===== config.mk =====
export PLATFORM = sky130hd
export DESIGN_NAME = tl_ul_chk_table
export DESIGN_NICKNAME = d
export VERILOG_FILES = /design/src/rtl/tl_ul_chk_pkg.sv /design/src/rtl/tl_ul_chk_table.sv
export SDC_FILE = /design/constraint.sdc
export NUM_CORES = 1
export LEC_CHECK = 0
export CAP_MARGIN = 20
export CORE_MARGIN = 1
export CORE_UTILIZATION = 59
export CTS_CLUSTER_DIAMETER = 50
export CTS_CLUSTER_SIZE = 10
export DETAILED_ROUTE_END_ITERATION = 7
export GPL_TIMING_DRIVEN = 0
export PLACE_DENSITY = 0.75
export SETUP_SLACK_MARGIN = 0.15
export SLEW_MARGIN = 30
export SYNTH_ARGS = -nofsm -noshare
export SYNTH_HDL_FRONTEND = slang
export SYNTH_SLANG_ARGS = --single-unit

===== constraint.sdc =====
create_clock -name clock -period 7 [get_ports clock]
set_input_delay 2.1 -clock clock [delete_from_list [all_inputs] [get_ports clock]]
set_output_delay 2.1 -clock clock [all_outputs]
set_load 0.005 [all_outputs]

===== src/rtl/tl_ul_chk_pkg.sv =====
// Shared opcode constants, error codes and bit-vector helpers for the TL-UL channel checker.
package tl_ul_chk_pkg;

  localparam logic [2:0] OP_PUT_FULL        = 3'd0;
  localparam logic [2:0] OP_PUT_PARTIAL     = 3'd1;
  localparam logic [2:0] OP_GET             = 3'd4;
  localparam logic [2:0] OP_ACCESS_ACK      = 3'd0;
  localparam logic [2:0] OP_ACCESS_ACK_DATA = 3'd1;

  localparam int NUM_ERR     = 8;
  localparam int MAX_ENTRIES = 32;

  typedef enum logic [3:0] {
    ERR_NONE       = 4'd0,
    ERR_A_STABLE   = 4'd1,
    ERR_A_ILLEGAL  = 4'd2,
    ERR_DUP_SOURCE = 4'd3,
    ERR_OVERFLOW   = 4'd4,
    ERR_D_UNMATCH  = 4'd5,
    ERR_D_MISMATCH = 4'd6,
    ERR_D_STABLE   = 4'd7,
    ERR_TIMEOUT    = 4'd8
  } err_code_e;

  // Isolates the lowest set bit; used for lowest-free allocation and CAM hit selection.
  function automatic logic [MAX_ENTRIES-1:0] lowest_onehot(input logic [MAX_ENTRIES-1:0] v);
    return v & (~v + MAX_ENTRIES'(1));
  endfunction

  // Bit i of the vector stands for code i+1; the smallest code wins.
  function automatic logic [3:0] lowest_code(input logic [NUM_ERR-1:0] v);
    logic [3:0] code;
    code = ERR_NONE;
    for (int i = NUM_ERR - 1; i >= 0; i--) begin
      if (v[i]) code = 4'(i + 1);
    end
    return code;
  endfunction

endpackage


===== src/rtl/tl_ul_chk_table.sv =====
// In-flight request table: source-ID CAM with allocate, lookup/retire, per-entry age and timeout.
module tl_ul_chk_table
  import tl_ul_chk_pkg::*;
#(
  parameter int SOURCE_W = 10,
  parameter int SIZE_W   = 2,
  parameter int ENTRIES  = 8,
  parameter int TIMEOUT  = 1024,
  parameter int CNT_W    = 4
) (
  input  logic                clock,
  input  logic                reset,
  input  logic                d_fire,
  input  logic [SOURCE_W-1:0] d_source,
  input  logic [SOURCE_W-1:0] a_source,
  input  logic                alloc_en,
  input  logic [SIZE_W-1:0]   alloc_size,
  input  logic                alloc_expect_data,
  output logic                d_hit,
  output logic [SIZE_W-1:0]   hit_size,
  output logic                hit_expect_data,
  output logic                a_dup,
  output logic                full,
  output logic                timeout_any,
  output logic [CNT_W-1:0]    occupancy
);

  localparam int AGE_W = (TIMEOUT > 0) ? $clog2(TIMEOUT + 1) : 1;
  localparam logic [AGE_W-1:0] AGE_MAX  = AGE_W'(TIMEOUT);
  localparam logic [AGE_W-1:0] AGE_TRIP = AGE_W'(TIMEOUT - 1);

  typedef struct packed {
    logic                valid;
    logic [SOURCE_W-1:0] source;
    logic [SIZE_W-1:0]   size;
    logic                expect_data;
    logic [AGE_W-1:0]    age;
  } entry_t;

  entry_t [ENTRIES-1:0] ent_q, ent_d;
  logic   [CNT_W-1:0]   count_q, count_d;

  logic [ENTRIES-1:0]     match, retire, live_after, alloc_vec, tmo_vec;
  logic [MAX_ENTRIES-1:0] hit_oh, free_oh;

  always_comb begin
    match = '0;
    for (int i = 0; i < ENTRIES; i++) begin
      match[i] = ent_q[i].valid && (ent_q[i].source == d_source);
    end
    hit_oh          = lowest_onehot(MAX_ENTRIES'(match));
    d_hit           = |match;
    hit_size        = '0;
    hit_expect_data = 1'b0;
    for (int i = 0; i < ENTRIES; i++) begin
      if (hit_oh[i]) begin
        hit_size        = ent_q[i].size;
        hit_expect_data = ent_q[i].expect_data;
      end
    end
    retire = d_fire ? hit_oh[ENTRIES-1:0] : '0;

    // A-side checks see the table as it stands after this cycle's D retire.
    live_after = '0;
    a_dup      = 1'b0;
    for (int i = 0; i < ENTRIES; i++) begin
      live_after[i] = ent_q[i].valid && !retire[i];
      if (live_after[i] && (ent_q[i].source == a_source)) a_dup = 1'b1;
    end
    full      = &live_after;
    free_oh   = lowest_onehot(MAX_ENTRIES'(~live_after));
    alloc_vec = alloc_en ? free_oh[ENTRIES-1:0] : '0;

    // An entry answered this cycle was answered in time.
    tmo_vec = '0;
    for (int i = 0; i < ENTRIES; i++) begin
      tmo_vec[i] = (TIMEOUT > 0) && ent_q[i].valid && !retire[i] && (ent_q[i].age == AGE_TRIP);
    end
    timeout_any = |tmo_vec;
  end

  always_comb begin
    ent_d = ent_q;
    for (int i = 0; i < ENTRIES; i++) begin
      if (ent_q[i].valid && (ent_q[i].age != AGE_MAX)) begin
        ent_d[i].age = ent_q[i].age + AGE_W'(1);
      end
      if (retire[i]) ent_d[i].valid = 1'b0;
      if (alloc_vec[i]) begin
        ent_d[i].valid       = 1'b1;
        ent_d[i].source      = a_source;
        ent_d[i].size        = alloc_size;
        ent_d[i].expect_data = alloc_expect_data;
        ent_d[i].age         = '0;
      end
    end
    count_d = count_q - CNT_W'(|retire) + CNT_W'(|alloc_vec);
  end

  always_ff @(posedge clock) begin
    if (reset) begin
      ent_q   <= '0;
      count_q <= '0;
    end else begin
      ent_q   <= ent_d;
      count_q <= count_d;
    end
  end

  assign occupancy = count_q;

endmodule


==> reports/qor.csv, run 1 <==
metric,value,unit
fp.dieW,137,um
ir_worst_vdd,0.219,mV
power_switching,0.000666,W
synth_most_common_cell,dfxtp_1,
detail_route.wl_per_cell,18.1,um
cts_hold_buf,0,
max_slew_margin,0.526,
max_cap_violations,0,
synth_nets,1295,
ioPinCount,38,
tritoncts,done,
nNetsFinal,1348,
clock_latency,540,ps
rr_endpoint,occupancy[3],
critPathKind,in -> out,
ys_ff_latch,204,
first_global_vias,8452,
p_leak,4.51,nW
wl,28000,um
path_cells,buf_4 -> xnor2_1 -> nand4_1 -> buf_4 -> o31ai_4 -> o41ai_4 -> buf_4 -> or3_1 -> nor4_2 -> clkdlybuf4s50_1,
cts-root-buf,clkbuf_16,
cts_buffers,28,
start_util,0.602,
antenna_cells,0,
drt-initial-drc-count,658,
period_share,0.978,
yosysUniqueCellTypes,50,
reg2reg_slack,3310,ps
hold_violations,0,
power.share.clock,0.498,
synth.area.top_cells,"dfxtp_1, xnor2_1, mux2i_1",
gp_congestion,0.896,
min_from,ent_q[11],
cts_buffer_depth,3,
critPathRequiredTime,4900,ps
min_to,ent_q[11],
min_delay_path_depth,2,
cp_max_fo,8,
max_stage_delay,570,ps
r2r_cells,15,
stdcell_count,1543,
grt_usage,0.301,
yosys.area.top_type_share,0.378,
hp-class,reg -> reg,
fin_crit,6850,ps
wl_met1,12300,um
rows,49,
worst_ep_arrival_time,4750,ps
die_area,18900,sq um
dr.pass1.iters,5,
htreeDepth,1,
async_flop_share,0,
core-area,18000,sq um
dr_total_vias,8877,
layout_setup_ws,155,ps
wl_met2,12900,um
grt.overflow.total,0,
power.share.switching,0.238,
crit_top_cell,buf_4,
antenna_found_initial,0,
grt_pass1_wl,43800,um
path_clk_slew,50,ps
tightest_slew,711,ps
fp.dieH,137,um
topRoutingLayerUsed,met4,
synth_top_area_cell,dfxtp_1,
grt_max_degree,14,
fin_skew,17.6,ps
seqPwrFrac,0.426,
fmax,0.146,GHz
cp-start-kind,input pin,
crit_path_start,d_source[3],
cts.sinks,204,
syn_to_final_growth,14.4,%
yosysSeqAreaShare,0.378,
synth_ff_type,dfxtp_1,
yosys_warnings,0,
critical_path_buf_inv_count,4,
slew_violations,0,
placedCellCount,1487,
crit_family,buffers and inverters,
hpwl,18800,um
combPwrFrac,0.077,
yosys-top-cells-count,"dfxtp_1, nor2_1, xnor2_1",
synth_area_per_cell,8.67,sq um
critPathCaptureType,output port,
drive_gt1_frac,0.0868,
synth-edff-count,0,
post-place-ws,-475,ps
outcome,completed,
portBuffers,11,
synth.cell_area,10800,sq um
final_antenna_net_count,0,
r2r-start,ent_q[74],
setup_viol,0,
cp_slowest_cell,clkdlybuf4s50_1,
met3_wirelength,1730,um
synth_cells,1247,
rsz0062_at_grt,yes,
powerDensity,226,nW/um^2
vias_per_cell,5.75,
p_int,0.00214,W
drcViolationCount,0,
[worst reg2reg max path, stage by stage (launching register included)]
cell      delay, ps
dfxtp_1         300
clkbuf_1        350
nand4_1         280
or3_1           510
nand4_1         260
buf_4           170
o31ai_4          90
nor4_2          400
nand2b_1        150
ha_1            150
inv_1            70
ha_1            270
a21o_1          150
a21oi_1         190
xnor2_1         160
nor2_1           50
[power by group through the flow]
stage               Combinational, W  Clock, W  Sequential (W)
floorplan                   0.000144         0         0.00121
global placement            0.000201         0         0.00122
detailed placement          0.000204         0         0.00122
CTS                         0.000208   0.00140         0.00119
global route                0.000231   0.00145         0.00119
finish                      0.000215   0.00139         0.00119
[cell usage in the layout (no fill, tap or decap), types with 9 or more instances in the layout]
cell type	instances
nand3_1	42
xnor2_1	143
buf_4	21
clkdlybuf4s50_1	10
nand4_1	55
nor3_1	34
or3_1	14
nand2b_1	9
mux2i_1	91
inv_1	29
nor2_1	197
buf_2	15
clkbuf_16	29
a21oi_1	38
nor4_1	25
dfxtp_1	204
xor2_1	94
nand2_1	66
ha_1	20
clkbuf_1	53
and3_1	17
[metal layers]
metal,vias to the layer above,GRT usage
li1,4331,-
met1,4201,0.401
met2,270,0.490
met3,75,0.0423
met4,0,0.122
met5,-,0
[state kept, by name (all words and copies together) (netlist names)]
signal,cells
occupancy,4
ent_q,200
[cell families after synthesis]
family	synth area share
AO/OA/AOI/OAI	0.0442
AND/OR/NAND/NOR	0.230
buffers and inverters	0.0443
XOR/XNOR	0.194
multiplexers	0.0853
adder cells (fa/ha/maj)	0.0250
flip-flops	0.378
[how the worst max path moves through the flow]
stage	cells past startpoint	endpoint
finish	10	full
global route	12	a_dup
CTS	11	a_dup
detailed placement	10	timeout_any
global placement	11	timeout_any
floorplan	8	timeout_any
[what timing repair did]
item                       CTS  global route
gates resized for setup     17            19
gates cloned                 0             0
pin swaps                    4            10
setup buffers                5             7
setup endpoints to repair    6             6
[through the flow]
stage | power (W) | TNS (ps) | hold slack [ps] | utilization | instance area, sq um
floorplan | 0.00136 | 0 | 436 | - | 10800
global route | 0.00287 | 0 | 478 | 0.689 | 12400
finish | 0.00280 | 0 | 457 | 0.689 | 12400
CTS | 0.00280 | 0 | 454 | 0.682 | 12200
global placement | 0.00142 | -1510 | 443 | 0.624 | 11200
detailed placement | 0.00142 | -1150 | 447 | 0.625 | 11200
[layout make-up]
type	count	area (sq um)
Clock inverter	9	129
Inverter	29	109
Sequential cell	204	4080
Tap cell	229	287
Multi-Input combinational cell	932	6390
Fill cell	1443	5590
Timing Repair Buffer	23	203
Clock buffer	35	768
Buffer	82	402
Power figures use the tool's default switching activity.
==> run 2: changes to the inputs <==
--- a/config.mk
+++ b/config.mk
@@ -9,7 +9,7 @@
 export CORE_MARGIN = 1
 export CORE_UTILIZATION = 59
 export CTS_CLUSTER_DIAMETER = 50
-export CTS_CLUSTER_SIZE = 10
+export CTS_CLUSTER_SIZE = 8
 export DETAILED_ROUTE_END_ITERATION = 7
 export GPL_TIMING_DRIVEN = 0
 export PLACE_DENSITY = 0.75
==> run 2 against run 1 <==
  * First-iteration DRC count fell by 8.4%
  * Non-clock buffer count rose by 2
  * Critical path depth rose by 2
  * Hold slack got worse by 3.5 ps
  * Cell count fell by 0.13%
  * Via count rose by 0.98%
  * Register-to-register slack got worse by 30 ps
  * Sequential share of layout area rose by 0.050 points
  * Flip-flop and latch count did not move
  * Core utilization fell by 0.10 points
  * Critical path type unchanged
  * Critical endpoint is now hit_expect_data
==> reports/qor.csv, run 2 (same netlist as run 1, synthesis figures left out) <==
metric,value,unit,change
outcome,completed,,
ir_worst_vdd,0.253,mV,+16%
stdcell_count,1541,,-0.13%
cts_buffer_depth,3,,unchanged
clock_latency,540,ps,about the same
largest_register_ffs,200,,unchanged
critPathCaptureType,output port,,
path_clk_slew,50,ps,about the same
fin_skew,15.3,ps,-2.33 ps
gp_congestion,0.896,,unchanged
hp-class,reg -> reg,,
cts_buffers,31,,+11%
max_cap_violations,0,,unchanged
critPathKind,in -> out,,
cp_max_fo,10,,+2
ioPinCount,38,,unchanged
syn_to_final_growth,14.3,%,
dr.pass1.iters,8,,+3
cts-root-buf,clkbuf_16,,
layout_common_cells,"dfxtp_1, nor2_1, xnor2_1, xor2_1, mux2i_1",,
top_register,ent_q,,
die_area,18900,sq um,unchanged
drcViolationCount,0,,unchanged
final_common_cell,dfxtp_1,,
worst_ep_arrival_time,4770,ps,+20 ps
antenna_found_initial,0,,unchanged
rsz0062_at_grt,yes,,
hpwl,18800,um,unchanged
detail_route.wl_per_cell,18.3,um,+0.99%
p_leak,4.50,nW,-0.23%
setup_viol,0,,unchanged
grt_max_degree,15,,+1
first_global_vias,8448,,-0.047%
fmax,0.146,GHz,-0.35%
max_slew_margin,0.531,,+0.00513
critPathRequiredTime,4900,ps,about the same
fillerInstances,1422,,-1.5%
rows,49,,unchanged
period_share,0.981,,+0.00344
crit_path_start,d_source[8],,
portBuffers,11,,unchanged
rr_endpoint,occupancy[3],,
fp.dieH,137,um,unchanged
vias_per_cell,5.82,,+1.1%
grt.overflow.total,0,,unchanged
fin_tns_setup,0,ps,unchanged
r2r-start,ent_q[74],,
dr_total_vias,8964,,+0.98%
hold_violations,0,,unchanged
wl,28200,um,+0.86%
cts.sinks,204,,unchanged
core-area,18000,sq um,unchanged
nNetsFinal,1353,,+0.37%
start_util,0.602,,unchanged
htreeDepth,1,,unchanged
slew_violations,0,,unchanged
drt-initial-drc-count,603,,-8.4%
cp-endpoint,hit_expect_data,,
r2r_cells,15,,unchanged
tightest_slew,703,ps,-7.70 ps
reg2reg_slack,3280,ps,-30 ps
fp.dieW,137,um,unchanged
grt_pass1_wl,43700,um,-0.20%
tritoncts,done,,
cp-start-kind,input pin,,
fin_crit,6870,ps,+24.1 ps
antenna_cells,0,,unchanged
grt_usage,0.301,,about the same
drive_gt1_frac,0.0854,,-0.00139
powerDensity,223,nW/um^2,-1.7%
placedCellCount,1487,,unchanged
final_antenna_net_count,0,,unchanged
run 2: worst min path at each step:
| stage | start | endpoint | slack [ps] | depth (start not counted) |
|---|---|---|---|---|
| 2_1_floorplan | ent_q[12] | ent_q[12] | 440 | 2 |
| 6_report | ent_q[11] | ent_q[11] | 450 | 2 |
| 3_3_place_gp | ent_q[11] | ent_q[11] | 440 | 2 |
| 3_5_place_dp | ent_q[11] | ent_q[11] | 450 | 2 |
| 4_1_cts | ent_q[11] | ent_q[11] | 450 | 2 |
| 5_1_grt | ent_q[12] | ent_q[12] | 480 | 2 |
run 2: per-stage QoR:
step | setup slack (ps) | total power [W] | hold slack (ps) | utilization | cell area, sq um
final | 131 | 0.00275 | 453 | 0.688 | 12400
after global placement | -717 | 0.00142 | 443 | 0.624 | 11200
after floorplan | 834 | 0.00136 | 436 | - | 10800
after CTS | 105 | 0.00275 | 453 | 0.680 | 12200
after global routing | 63.0 | 0.00283 | 478 | 0.688 | 12400
after detailed placement | -475 | 0.00142 | 447 | 0.625 | 11200
run 2: where the power goes:
part	total (W)	switching, W	internal (W)	leakage (nW)
Combinational	0.000216	0.000133	0.0000834	2.43
Clock	0.00134	0.000502	0.000838	0.419
Sequential	0.00119	0.0000147	0.00118	1.65
Total	0.00275	0.000649	0.00210	4.50
run 2: per-layer routing:
metal / wire (um) / GRT usage / up-vias
met2: 13000 / 0.487 / 335
met3: 2100 / 0.0482 / 75
met1: 12100 / 0.396 / 4221
met4: 945 / 0.131 / 0
met5: 0 / 0 / -
li1: - / - / 4333
run 2: cell type report:
cell class	instances	area, sq um	share of cell area
repair buffers	25	218	0.0176
plain buffers	82	412	0.0333
clock inverters	3	42.5	0.00344
well taps	229	287	0.0232
multi-input cells	932	6380	0.517
inverters	29	109	0.00881
clock buffers	37	818	0.0662
flip-flops and latches	204	4080	0.331
run 2: timing repair:
item	CTS	global route
hold buffers	0	0
endpoints found under the setup margin	6	6
resized for setup	18	20
pin swaps	4	12
buffers inserted	5	9
run 2: critical path: stages:
cell and delay [ps]:
buf_4 180, xnor2_1 230, nand3_2 180, nor3_1 280, clkbuf_4 280, nand4b_1 260
buf_4 180, nor2_1 60, a21oi_1 210, a221oi_2 90, o22ai_1 190, clkdlybuf4s50_1 530
